**config.mk**
```make
export PLATFORM = sky130hd
export DESIGN_NAME = sensor_alarm
export DESIGN_NICKNAME = d
export VERILOG_FILES = /design/src/rtl/sensor_alarm.sv
export SDC_FILE = /design/constraint.sdc
export NUM_CORES = 1
export LEC_CHECK = 0
export ABC_AREA = 1
export BUFFER_PORTS_ARGS = -buffer_cell sky130_fd_sc_hd__buf_2
export CELL_PAD_IN_SITES_DETAIL_PLACEMENT = 0
export CELL_PAD_IN_SITES_GLOBAL_PLACEMENT = 1
export CORE_UTILIZATION = 29
export DETAILED_ROUTE_END_ITERATION = 7
export PLACE_DENSITY = 0.82
export SLEW_MARGIN = 20
export SYNTH_ARGS = -nofsm -noshare
export SYNTH_HDL_FRONTEND = slang
export SYNTH_SLANG_ARGS = --single-unit
```
**constraint.sdc**
```tcl
create_clock -name clk -period 1.2 [get_ports clk]
set_clock_uncertainty 0.05 [all_clocks]
set_input_delay 0.12 -clock clk [delete_from_list [all_inputs] [get_ports clk]]
set_output_delay 0.12 -clock clk [all_outputs]
set_load 0.1 [all_outputs]
```
**src/rtl/sensor_alarm.sv**
```systemverilog
// rtl/sensor_alarm.sv - debounced sensor alarm with acknowledge and alarm counter
//
// Purpose: raises a registered alarm once the raw sensor error flag has been
// sampled high for DEBOUNCE_CYCLES consecutive edges. It snapshots the sensor
// vector on alarm entry and holds the alarm until the operator acknowledges it.
// A fault that is still present at acknowledge parks the FSM in HOLD, so one
// persistent fault produces exactly one alarm.
//
// Ports:
//   clk        in   system clock, rising edge
//   rst        in   synchronous active-high reset
//   error      in   raw combined sensor error flag
//   sensors    in   [3:0] raw sensor vector
//   ack        in   single-cycle operator acknowledge (honoured only in ALARM)
//   alarm      out  registered alarm indication
//   alarm_code out  [3:0] sensors snapshot taken on alarm entry
//   err_count  out  [7:0] saturating count of alarms raised
//   busy       out  high whenever the FSM is not IDLE
//
// Configuration macro: SENSOR_ALARM_COUNT_EN
//   defined   -> err_count is a saturating 8-bit alarm counter
//   undefined -> err_count is tied to 8'h00 and no counter register exists

module sensor_alarm #(
  parameter int DEBOUNCE_CYCLES = 3
) (
  input  logic       clk,
  input  logic       rst,
  input  logic       error,
  input  logic [3:0] sensors,
  input  logic       ack,
  output logic       alarm,
  output logic [3:0] alarm_code,
  output logic [7:0] err_count,
  output logic       busy
);

  // dcnt value at which one more high error sample completes the debounce.
  localparam logic [3:0] DCNT_LAST = 4'(DEBOUNCE_CYCLES - 1);

  typedef enum logic [1:0] {
    IDLE     = 2'd0,
    DEBOUNCE = 2'd1,
    ALARM    = 2'd2,
    HOLD     = 2'd3
  } state_t;

  state_t     state, state_nx;
  logic [3:0] dcnt, dcnt_nx;
  logic       enter_alarm;

  always_ff @(posedge clk) begin
    if (rst) begin
      state <= IDLE;
      dcnt  <= 4'd0;
    end else begin
      state <= state_nx;
      dcnt  <= dcnt_nx;
    end
  end

  always_comb begin
    state_nx = state;
    dcnt_nx  = dcnt;
    case (state)
      IDLE: begin
        if (error) begin
          if (DEBOUNCE_CYCLES == 1) begin
            state_nx = ALARM;
            dcnt_nx  = 4'd0;
          end else begin
            state_nx = DEBOUNCE;
            dcnt_nx  = 4'd1;
          end
        end else begin
          dcnt_nx = 4'd0;
        end
      end
      DEBOUNCE: begin
        if (!error) begin
          state_nx = IDLE;
          dcnt_nx  = 4'd0;
        end else if (dcnt >= DCNT_LAST) begin
          state_nx = ALARM;
          dcnt_nx  = 4'd0;
        end else begin
          dcnt_nx = dcnt + 4'd1;
        end
      end
      ALARM: begin
        // error is deliberately ignored here except to pick the exit state.
        if (ack) begin
          state_nx = error ? HOLD : IDLE;
          dcnt_nx  = 4'd0;
        end
      end
      HOLD: begin
        if (!error) begin
          state_nx = IDLE;
          dcnt_nx  = 4'd0;
        end
      end
      default: begin
        state_nx = IDLE;
        dcnt_nx  = 4'd0;
      end
    endcase
  end

  assign enter_alarm = (state_nx == ALARM) && (state != ALARM);
  assign busy        = (state != IDLE);

  // alarm tracks the next state so it rises and falls on the same edge as
  // the FSM enters and leaves ALARM.
  always_ff @(posedge clk) begin
    if (rst) begin
      alarm      <= 1'b0;
      alarm_code <= 4'b0000;
    end else begin
      alarm <= (state_nx == ALARM);
      if (enter_alarm) begin
        alarm_code <= sensors;
      end
    end
  end

`ifdef SENSOR_ALARM_COUNT_EN
  always_ff @(posedge clk) begin
    if (rst) begin
      err_count <= 8'd0;
    end else if (enter_alarm && (err_count != 8'hff)) begin
      err_count <= err_count + 8'd1;
    end
  end
`else
  assign err_count = 8'h00;
`endif

endmodule

```
==> results.yml <==
clock_network:
  cts_buffer_depth: 2
  cts_hold_buf: 0
  numCtsBuffers: 3
  clock-root-buffer: "clkbuf_4"
  clkLatencyLatePin_ns: 0.27
  cts_sinks: 11
  cts_tree: "yes"
  cts_max_level: 1
  cts.clk_slew.worst_paths_ns: 0.07
logic_synthesis:
  synth-xor-area-share: 0
  async_flop_share: 0
  post-synth-top-area-cell: "dfxtp_1"
  synth.avg_cell_area_um2: 7.475
  synth.cell_area_um2: 583.1
  synth_top_area_share: 0.3777
  synth_area_leaders: "dfxtp_1, buf_4, nor2_1"
  synth_ff_type: "dfxtp_1"
  synth-simple-area-share: 0.3391
  syn_inst: 78
  ys_ff_latch: 11
  synth_edf_count: 0
  synth_warnings: 0
  ys_seq_area_frac: 0.3777
  synth_top_family_by_area: "simple AND/OR/NAND/NOR gates"
  synth-compound-area-share: 0.06867
  synthDistinctLibCells: 21
  muxShareOfSynthArea: 0
  synth-adder-area-share: 0.04292
timing:
  setup_violations: 1
  fin_crit_ns: 1.219
  grt_setup_unrepaired: "true"
  fmax_ghz: 0.8206
  finalHoldViolCount: 0
  drv_slew: 0
  holdWs_ns: 0.01556
  period_share: 1.016
  setup_slack_ns: -0.01862
worst_setup_path:
  required_ns: 1.03
  cp_max_fo: 4
  start_kind: "register"
  path_class: "reg -> out"
  endpoint_kind: "output pin"
  crit_arrival_ns: 1.05
  worstRegToRegCells: 8
flow_run:
  maxCapViolCount: 0
status:
  outcome: "finished, violations left"
  violations: "setup timing"
global_routing:
  grt-ovfl-total: 0
  grt_pass1_wl_um: 1704
  antenna_found_initial: 0
  track_usage: 0.1123
  grt_use_met1: 0.1442
  use_met3: 0.02308
  groute.layer.met2.usage: 0.1722
  top_usage_layer: "met2"
  grt_pass1_vias: 447
  grt_max_degree: 9
routing:
  drc_errors: 0
  vias: 523
  dr.pass1.iters: 4
  drtIter0Drc: 6
  wl_per_cell_um: 9.016
  viasPerCell: 4.151
  drt_wl_total_um: 1136
  ant_nets: 0
power_and_ir_drop:
  irDropWorstVdd_uv: 600.4
  total_power_uw: 860.7
  powerDensity_mw_per_mm2: 978.5
  p_leak_uw: 0.0004156
floorplan:
  start_util: 0.3236
  dieHeight_um: 46.84
  die_w_um: 46.84
  core_mm2: 0.001802
  num_rows: 15
  io_pins: 22
  die_area_mm2: 0.002194
cells_and_area:
  final_cell_mix: "nor2_1, conb_1, buf_4"
  final_common_cell: "nor2_1"
  num-nets-final: 112
  synthToLayoutAreaGrowth_pct: 50.86
  diodes: 0
  drive_above_1_share: 0.4950
placed_design:
  dp_hpwl_um: 832.9
  gp_congestion: 0.7236
  port_buffers: 13
min_path:
  worstHoldPathCells: 2
  hold_path_class: "in -> reg"
[power by group]
group / total (µW) / internal [µW] / switching, µW
sequential: 376 / 369 / 6.42
clock: 250 / 129 / 122
combinational: 235 / 54.6 / 180
[synthesized netlist by cell type (all sizes together), types with 2 or more instances]
library cell  number
o21ai              6
nand4              2
nor2              17
a21oi              2
nand3              5
nand2             13
inv                7
ha                 2
buf                8
dfxtp             11
[cell families (layout without fill, tap and decap cells)]
family | after synthesis | after routing
AO/OA/AOI/OAI | 8 | 8
adder cells (fa/ha/maj) | 2 | 2
buffers and inverters | 17 | 33
flip-flops | 11 | 11
other | 1 | 8
AND/OR/NAND/NOR | 39 | 39
[repair_timing]
action / in CTS / in global routing
resized for setup: 5 / 9
setup buffers: 2 / 4
endpoints found under the setup margin: 4 / 11
pin swaps: 3 / 4
[metal layers]
metal  wire length, µm  vias up  part of all wire
li1                  -      275                 -
met1               502      226              0.44
met2               560       20              0.49
met3                58        2             0.051
met4                14        0             0.012
met5                 0        -                 0
[path summary, 6_finish.rpt]
check                           slack [ns]     start             to
worst max-delay path                 -0.02  state[1]           busy
worst min-delay path                  0.02       rst        dcnt[1]
worst max register to register        0.02   dcnt[0]  alarm_code[2]
worst min register to register        0.42   dcnt[2]        dcnt[2]
[per-stage QoR]
| step | cells | worst slack (ns) | instance area, µm² | util | TNS (ns) |
|---|---|---|---|---|---|
| 2_1_floorplan | 85 | -0.01553 | 635.6 | - | -0.01553 |
| 3_3_place_gp | 117 | -0.007962 | 779.5 | 0.4326 | -0.007962 |
| 3_5_place_dp | 117 | -0.02300 | 779.5 | 0.4326 | -0.02564 |
| 4_1_cts | 122 | -0.01632 | 824.5 | 0.4576 | -0.01632 |
| 5_1_grt | 126 | -0.06889 | 879.6 | 0.4882 | -0.2230 |
| 6_report | 126 | -0.01862 | 879.6 | 0.4882 | -0.01862 |
[layout make-up]
| class | count | area, µm² |
|---|---|---|
| inverter | 8 | 38.79 |
| fill | 199 | 922.1 |
| tap | 25 | 31.28 |
| clock buffer | 4 | 26.28 |
| multi-input combinational | 57 | 332.8 |
| timing repair buffer | 21 | 215.2 |
| sequential | 11 | 235.2 |
[flip-flops by register name, indices dropped and copies added, names as in the netlist]
register    cells
alarm_code      4
alarm           1
state           2
dcnt            4
[worst max-delay path, cell delays in order (launching register included)]
cell        delay [ns]
dfxtp_4           0.36
nor2_4            0.14
clkinvlp_4        0.11
buf_12            0.17
(Power assumes the default switching activity.)
